<file path="config.mk">
export PLATFORM = sky130hd
export DESIGN_NAME = mem_port_arbiter
export DESIGN_NICKNAME = d
export VERILOG_FILES = /design/src/rtl/mem_port_arbiter.sv
export SDC_FILE = /design/constraint.sdc
export NUM_CORES = 1
export LEC_CHECK = 0
export BUFFER_PORTS_ARGS = -buffer_cell sky130_fd_sc_hd__buf_2
export CORE_UTILIZATION = 28
export DETAILED_ROUTE_END_ITERATION = 10
export GPL_ROUTABILITY_DRIVEN = 1
export SLEW_MARGIN = 20
export SYNTH_ARGS = -nofsm -noshare
export SYNTH_HDL_FRONTEND = slang
export SYNTH_SLANG_ARGS = --single-unit
</file>
<file path="constraint.sdc">
create_clock -name clk_i -period 4.2 [get_ports clk_i]
set_input_delay 0.42 -clock clk_i [delete_from_list [all_inputs] [get_ports clk_i]]
set_output_delay 0.42 -clock clk_i [all_outputs]
set_load 0.005 [all_outputs]
</file>
<file path="src/rtl/mem_port_arbiter.sv">
`default_nettype none
// ============================================================================
// mem_port_arbiter : shares one memory port between fetch and data requesters
// Revision 1.0
// ============================================================================
module mem_port_arbiter #(
  parameter int ADDR_W  = 20,
  parameter int DATA_W  = 16,
  parameter int TIMEOUT = 15
) (
  input  logic              clk_i,
  input  logic              reset_i,
  input  logic              if_req_i,
  input  logic [ADDR_W-1:0] if_addr_i,
  input  logic              flush_i,
  output logic              if_valid_o,
  output logic [DATA_W-1:0] if_rdata_o,
  input  logic              dm_req_i,
  input  logic              dm_we_i,
  input  logic [ADDR_W-1:0] dm_addr_i,
  input  logic [DATA_W-1:0] dm_wdata_i,
  output logic              dm_done_o,
  output logic [DATA_W-1:0] dm_rdata_o,
  output logic              mem_req_o,
  output logic              mem_we_o,
  output logic [ADDR_W-1:0] mem_addr_o,
  output logic [DATA_W-1:0] mem_wdata_o,
  input  logic              mem_ack_i,
  input  logic [DATA_W-1:0] mem_rdata_i,
  output logic              err_o
);

  typedef enum logic [1:0] {
    ST_IDLE  = 2'd0,
    ST_FETCH = 2'd1,
    ST_DATA  = 2'd2
  } state_e;

  localparam logic [7:0] c_cnt_last = 8'(TIMEOUT - 1);

  state_e              state_q, state_d;
  logic                last_fetch_q, last_fetch_d;
  logic [7:0]          cnt_q, cnt_d;
  logic                drop_q, drop_d;
  logic                mem_req_q, mem_req_d;
  logic                mem_we_q, mem_we_d;
  logic [ADDR_W-1:0]   mem_addr_q, mem_addr_d;
  logic [DATA_W-1:0]   mem_wdata_q, mem_wdata_d;
  logic                if_valid_q, if_valid_d;
  logic [DATA_W-1:0]   if_rdata_q, if_rdata_d;
  logic                dm_done_q, dm_done_d;
  logic [DATA_W-1:0]   dm_rdata_q, dm_rdata_d;
  logic                err_q, err_d;

  logic                w_grant_data;
  logic                w_grant_fetch;

  // On a tie the requester that did not win last time gets the port.
  assign w_grant_data  = dm_req_i && (!if_req_i || last_fetch_q);
  assign w_grant_fetch = if_req_i && !w_grant_data;

  always_comb begin
    state_d      = state_q;
    last_fetch_d = last_fetch_q;
    cnt_d        = cnt_q;
    drop_d       = drop_q;
    mem_req_d    = mem_req_q;
    mem_we_d     = mem_we_q;
    mem_addr_d   = mem_addr_q;
    mem_wdata_d  = mem_wdata_q;
    if_valid_d   = 1'b0;
    if_rdata_d   = if_rdata_q;
    dm_done_d    = 1'b0;
    dm_rdata_d   = dm_rdata_q;
    err_d        = err_q;

    case (state_q)
      ST_IDLE: begin
        if (w_grant_data) begin
          state_d     = ST_DATA;
          mem_req_d   = 1'b1;
          mem_we_d    = dm_we_i;
          mem_addr_d  = dm_addr_i;
          mem_wdata_d = dm_wdata_i;
          cnt_d       = 8'd0;
        end else if (w_grant_fetch) begin
          state_d     = ST_FETCH;
          mem_req_d   = 1'b1;
          mem_we_d    = 1'b0;
          mem_addr_d  = if_addr_i;
          cnt_d       = 8'd0;
        end
      end

      ST_FETCH, ST_DATA: begin
        if (mem_ack_i) begin
          state_d   = ST_IDLE;
          mem_req_d = 1'b0;
          drop_d    = 1'b0;
          if (state_q == ST_FETCH) begin
            last_fetch_d = 1'b1;
            // A flush in the ack cycle itself must also suppress the result.
            if (!(drop_q || flush_i)) begin
              if_valid_d = 1'b1;
              if_rdata_d = mem_rdata_i;
            end
          end else begin
            last_fetch_d = 1'b0;
            dm_done_d    = 1'b1;
            if (!mem_we_q) begin
              dm_rdata_d = mem_rdata_i;
            end
          end
        end else if (cnt_q == c_cnt_last) begin
          state_d   = ST_IDLE;
          mem_req_d = 1'b0;
          drop_d    = 1'b0;
          err_d     = 1'b1;
        end else begin
          cnt_d = cnt_q + 8'd1;
          if (state_q == ST_FETCH) begin
            drop_d = drop_q || flush_i;
          end
        end
      end

      default: begin
        state_d   = ST_IDLE;
        mem_req_d = 1'b0;
        drop_d    = 1'b0;
      end
    endcase
  end

  always_ff @(posedge clk_i or posedge reset_i) begin
    if (reset_i) begin
      state_q      <= ST_IDLE;
      last_fetch_q <= 1'b1;
      cnt_q        <= 8'd0;
      drop_q       <= 1'b0;
      mem_req_q    <= 1'b0;
      mem_we_q     <= 1'b0;
      mem_addr_q   <= '0;
      mem_wdata_q  <= '0;
      if_valid_q   <= 1'b0;
      if_rdata_q   <= '0;
      dm_done_q    <= 1'b0;
      dm_rdata_q   <= '0;
      err_q        <= 1'b0;
    end else begin
      state_q      <= state_d;
      last_fetch_q <= last_fetch_d;
      cnt_q        <= cnt_d;
      drop_q       <= drop_d;
      mem_req_q    <= mem_req_d;
      mem_we_q     <= mem_we_d;
      mem_addr_q   <= mem_addr_d;
      mem_wdata_q  <= mem_wdata_d;
      if_valid_q   <= if_valid_d;
      if_rdata_q   <= if_rdata_d;
      dm_done_q    <= dm_done_d;
      dm_rdata_q   <= dm_rdata_d;
      err_q        <= err_d;
    end
  end

  assign if_valid_o  = if_valid_q;
  assign if_rdata_o  = if_rdata_q;
  assign dm_done_o   = dm_done_q;
  assign dm_rdata_o  = dm_rdata_q;
  assign mem_req_o   = mem_req_q;
  assign mem_we_o    = mem_we_q;
  assign mem_addr_o  = mem_addr_q;
  assign mem_wdata_o = mem_wdata_q;
  assign err_o       = err_q;

endmodule
`default_nettype wire

</file>
### Yosys cells after proc, flatten, opt, wreduce, memory -nomap -nowiden

Cells that the tools add are included.

* $add $sub $neg: 1
* multiply operators: 0
* div/mod/pow operators: 0
* order comparisons: 0
* equality and inequality tests: 8
* shift-type cells: 0
* mux-type cells: 31
* bitwise logic cells: 5
* reductions and logical operators: 19

Operator list (count)
* $mux 20: 2
* $mux 8: 4
* $mux 1: 17
* $pmux 8 s2: 1
* $reduce_and 4->1: 3
* $reduce_and 2->1: 5
* $add 8x1->8 const B: 1
* $eq 8x4->1 const B: 1
* $mux 2: 4
* $ne 3x3->1 const B: 2
* $not 1->1: 5
* $ne 2x2->1 const B: 2
* $ne 4x4->1 const B: 1
* $pmux 1 s2: 2
* $pmux 2 s2: 1
* $reduce_bool 2->1: 2
* $reduce_and 3->1: 1
* $eq 2x1->1 const B: 1
* $eq 2x2->1 const B: 1
* $logic_and 1x1->1: 2
* $logic_not 1->1: 2
* $logic_not 2->1: 1
* $logic_or 1x1->1: 2
* $reduce_or 2->1: 1

* register bits: 85
* bits in latches: 0
* memory bits (writable): 0
* bits in read-only memories: 0
* input bits: 79
* output and inout port bits: 73
* logic and storage cells: 77
* memories: 0

### Longest topological paths before layout

* depth in word-level cells: 8
* depth in mapped cells: 7
* mapped depth without buffers: 6

### Worst setup path before layout

Ideal clock, no wire load.

* path kind: reg-to-reg
* start point: register state_q[0]
* end point: register dm_rdata_q[1] (netlist: dm_rdata_o[1])
* setup time: 125 ps
* arrival: 1733 ps
* data required time: 4075 ps
* setup slack: 2342 ps
* stages on the path, launching flop included: 7
* path buffers: 1
* period minus slack after synthesis: 1858 ps
* path through: dfrtp_1 inv_1 ha_1 nand2_1 nor3_2 buf_4 mux2_2

* longest elaborated chain between the ends: 3
* elaborated cells on any way between the ends: 5
* those cells by class: eq/ne: 2; bitwise: 1; reduce/logical: 2

RTL lines
* from (decl): line 41 `state_e state_q, state_d;`
* from (signal assigned): line 151 `state_q <= state_d;`
* $eq 2x1->1 / $eq 2x2->1 (equally long branches): line 77, 100
* $reduce_or 2->1 / $not 1->1 (equally long branches)
* $reduce_and 4->1 (no line) *
* to (signal assigned): line 162 `dm_rdata_q <= dm_rdata_d;`
* to (decl): line 52 `logic [DATA_W-1:0] dm_rdata_q, dm_rdata_d;`

Mark *: on every way between the ends. The rest lies on a longest branch, timed or not.
A chain may end at the register's enable or synchronous reset.

### Worst setup path in the final report

* start point: register last_fetch_q
* end point: register mem_wdata_q[9] (netlist: mem_wdata_o[9])

* longest elaborated chain between the ends: 3

RTL lines
* from (decl): line 42 `logic last_fetch_q, last_fetch_d;`
* from (signal assigned): line 152 `last_fetch_q <= last_fetch_d;`
* $logic_or 1x1->1: line 59 `assign w_grant_data = dm_req_i && (!if_req_i || last_fetch_q);`
* $logic_and 1x1->1: line 59
* $reduce_and 2->1 (no line)
* to (signal assigned): line 158 `mem_wdata_q <= mem_wdata_d;`
* to (decl): line 48 `logic [DATA_W-1:0] mem_wdata_q, mem_wdata_d;`

No other way between the ends.

==> key figures <==
Outcome
  – Status: finished, final reports clean

Place
  – DPL Wire Length: ~5.8 mm
  – Setup slack at placement: 1.96 ns
  – PortBufs: 151
  – RePlAce Congestion: 0.708

STA
  – Fin crit share: 47.2%
  – Slew margin rel.: between 50% and 60%
  – RSZ-0062 raised after global routing: no
  – Worst setup margin: 2.22 ns
  – Worst Hold Slack: roughly 0.19 ns
  – Final setup fails: 0
  – Clock Skew: between 0.006 and 0.007 ns
  – Final min period: slightly below 2 ns
  – Fin Setup TNS: 0 ns
  – Slew Viols, Final: 0
  – Fmax: between 500 and 600 MHz
  – Worst-Margin Slew: roughly 0.72 ns
  – Final hold vios: 0

Layout
  – Share of cells above drive strength 1: between 50% and 60%
  – Commonest non-fill, non-tap cell in the layout: buf_2
  – Most frequent cells in the layout: buf_2, dfrtp_1, mux2_2, nand2_1, o21ai_0
  – Syn-to-layout area delta: 35.3%
  – Layout filler cell count: 1259
  – Antenna cells: 0
  – Nets@finish: about 520

Global routing
  – Vias in the first global route: between 2000 and 3000
  – Initial antenna violation count: 0
  – First-pass GRT wire length: around 12 mm
  – All-Layer GR Usage: between 10% and 20%
  – Grt total ovfl: 0
  – Largest net degree at the start of global routing: slightly below 60

Setup path
  – CP max FO: 22
  – Crit path DAT: 2.21 ns
  – Kind of critical path: register to register
  – CP Launch Point: last_fetch_q
  – Worst Path Required: around 4.4 ns
  – Crit. End Element: register
  – Startpoint Class: register
  – RR Startpoint: last_fetch_q

Yosys
  – Mapped Area: ~3600 µm²
  – Synthesized flop and latch total: 85
  – Yosys cell types: between 40 and 50
  – Post-Syn Nets: about 360
  – Async S/R FF share, synth: 100%
  – Mux share of post-synthesis cell area: about a fifth
  – Gate Count Post-Synth: 278
  – Simple-gate portion of the synthesized area: approximately 7.9%
  – XOR/XNOR share of the synthesized area: 0.483%
  – Main synth FF type: dfrtp_1
  – Compound-Gate Fraction of Synth Area: under 10%
  – Ys Warns: 0
  – Largest family of logic cells by synthesized area: multiplexers
  – Avg Inst Size Synth: approximately 13 µm²
  – Post-synth EDFFs: 0
  – Seq/Total Area, Yosys: about 59%
  – Synth Area in Adders: 1.73%

Flow run
  – Maxcap violations: 0

CTS
  – Post-CTS setup buffer count: 0
  – CTS tree: built
  – Cts hold-fix bufs: 0
  – Clock latency on the worst-skew pair: around 0.34 ns
  – TritonCTS Buffers: 9
  – Register clock-pin slew on the reported worst setup and hold paths: 0.06 ns
  – CTS sink cnt: 85
  – Clock root buffer: clkbuf_16
  – Post_cts resized: 0
  – CTS H-tree depth: 3
  – Max clock buf depth: 2

Detailed routing
  – # DRC: 0
  – DR pass1 iterations: 4
  – Detailed Route WL: roughly 8 mm
  – Vias: roughly 2700
  – Via-to-Cell Ratio: approximately 4.4
  – Initial DRC count: 80
  – Final antenna-violating net count: 0
  – WL per Instance: about 13 µm

Power and ir drop
  – Pwr Density: 702 nW/µm²
  – Leak Pwr: around 2.5 nW
  – Max rail drop VDD: about 0.19 mV

Die
  – I/O pin count: 152
  – Die Span X: between 100 and 150 µm
  – Site Rows: slightly above 40
  – Die area: between 10000 and 15000 µm²
  – Starting Density: between 20% and 30%
  – CORE AREA: 12600 µm²
  – Die Height: roughly 120 µm

Hold path
  – HP Class: primary input to async pin
## logic make-up after synthesis
group / count (synthesis)
multiplexers: 70
buffers and inverters: 20
AND/OR/NAND/NOR: 55
XOR/XNOR: 2
flip-flops: 85
AO/OA/AOI/OAI: 41
adder cells (fa/ha/maj): 5
## layer usage
layer | wire length (µm) | track usage (%) | vias to the layer above
met5 | 0 | 0 | -
met3 | 500 | 4.08 | 12
met2 | 3900 | 20.6 | 90
met1 | 3480 | 14.3 | 1254
met4 | 144 | 6.15 | 0
li1 | - | - | 1303
## area by class of cell
cell class | count | area, µm² | area share (%)
repair buffers | 155 | 786 | 16.0
inverters | 10 | 40.0 | 0.816
well taps | 172 | 215 | 4.39
flip-flops and latches | 85 | 2130 | 43.4
clock buffers | 10 | 239 | 4.87
clock inverters | 5 | 82.6 | 1.68
multi-input cells | 173 | 1420 | 28.8
## synth_stat cells, types with 2 or more instances
| master | n | share of area [%] |
|---|---|---|
| a21oi_1 | 3 | 0.41 |
| a221o_1 | 3 | 0.83 |
| a22o_1 | 3 | 0.73 |
| and2_1 | 2 | 0.35 |
| buf_2 | 4 | 0.55 |
| buf_4 | 2 | 0.41 |
| clkbuf_1 | 4 | 0.41 |
| dfrtp_1 | 84 | 58 |
| ha_1 | 5 | 1.7 |
| inv_1 | 9 | 0.93 |
| mux2_2 | 49 | 15 |
| mux2i_1 | 20 | 5.5 |
| nand2_1 | 27 | 2.8 |
| nand3_1 | 2 | 0.28 |
| nand4_1 | 2 | 0.35 |
| nor2_1 | 5 | 0.52 |
| nor2b_1 | 2 | 0.35 |
| nor3_2 | 2 | 0.55 |
| nor4_1 | 2 | 0.35 |
| nor4b_1 | 2 | 0.48 |
| o21ai_0 | 23 | 3.2 |
| o21ai_4 | 2 | 0.90 |
| or2_1 | 2 | 0.35 |
| xnor2_1 | 2 | 0.48 |
## state kept, by name (all words and copies together) (netlist names)
register and flops:
mem_addr_o 20, dm_rdata_o 16, if_rdata_o 16, mem_wdata_o 16, cnt_q 8, state_q 2, dm_done_o 1, drop_q 1
err_o 1, if_valid_o 1, last_fetch_q 1, mem_req_o 1, mem_we_o 1
## final timing paths
path / end / slack [ns] / depth (start not counted)
max in group asynchronous: last_fetch_q / 3.10 / 3
setup / recovery: mem_wdata_o[9] / 2.22 / 4
min in group clk_i: mem_wdata_o[11] / 0.31 / 2
setup reg to reg: mem_wdata_o[9] / 2.22 / 4
hold / removal: mem_wdata_o[2] / 0.19 / 2
hold reg to reg: mem_addr_o[10] / 0.48 / 2
## power by group
part	leakage (nW)	total, mW	internal [mW]	switching (mW)
clock	0.159	0.864	0.537	0.327
combinational	1.28	1.18	0.628	0.556
sequential	1.03	1.39	1.20	0.197
## critical path, cell delays in order, from the launching register on
cell and delay (ns):
dfstp_2 0.38, o21ai_2 0.10, buf_4 0.34, or2_1 0.62
mux2_2 0.41
## stage by stage
step | cells | cell area [µm²] | power [mW] | util, %
6_report | 610 | 4910 | 3.44 | 38.9
2_1_floorplan | 278 | 3620 | 2.08 | -
5_1_grt | 610 | 4910 | 3.72 | 38.9
3_3_place_gp | 595 | 4580 | 2.58 | 36.3
4_1_cts | 610 | 4900 | 3.51 | 38.8
3_5_place_dp | 595 | 4580 | 2.62 | 36.3
(Power assumes the default switching activity.)
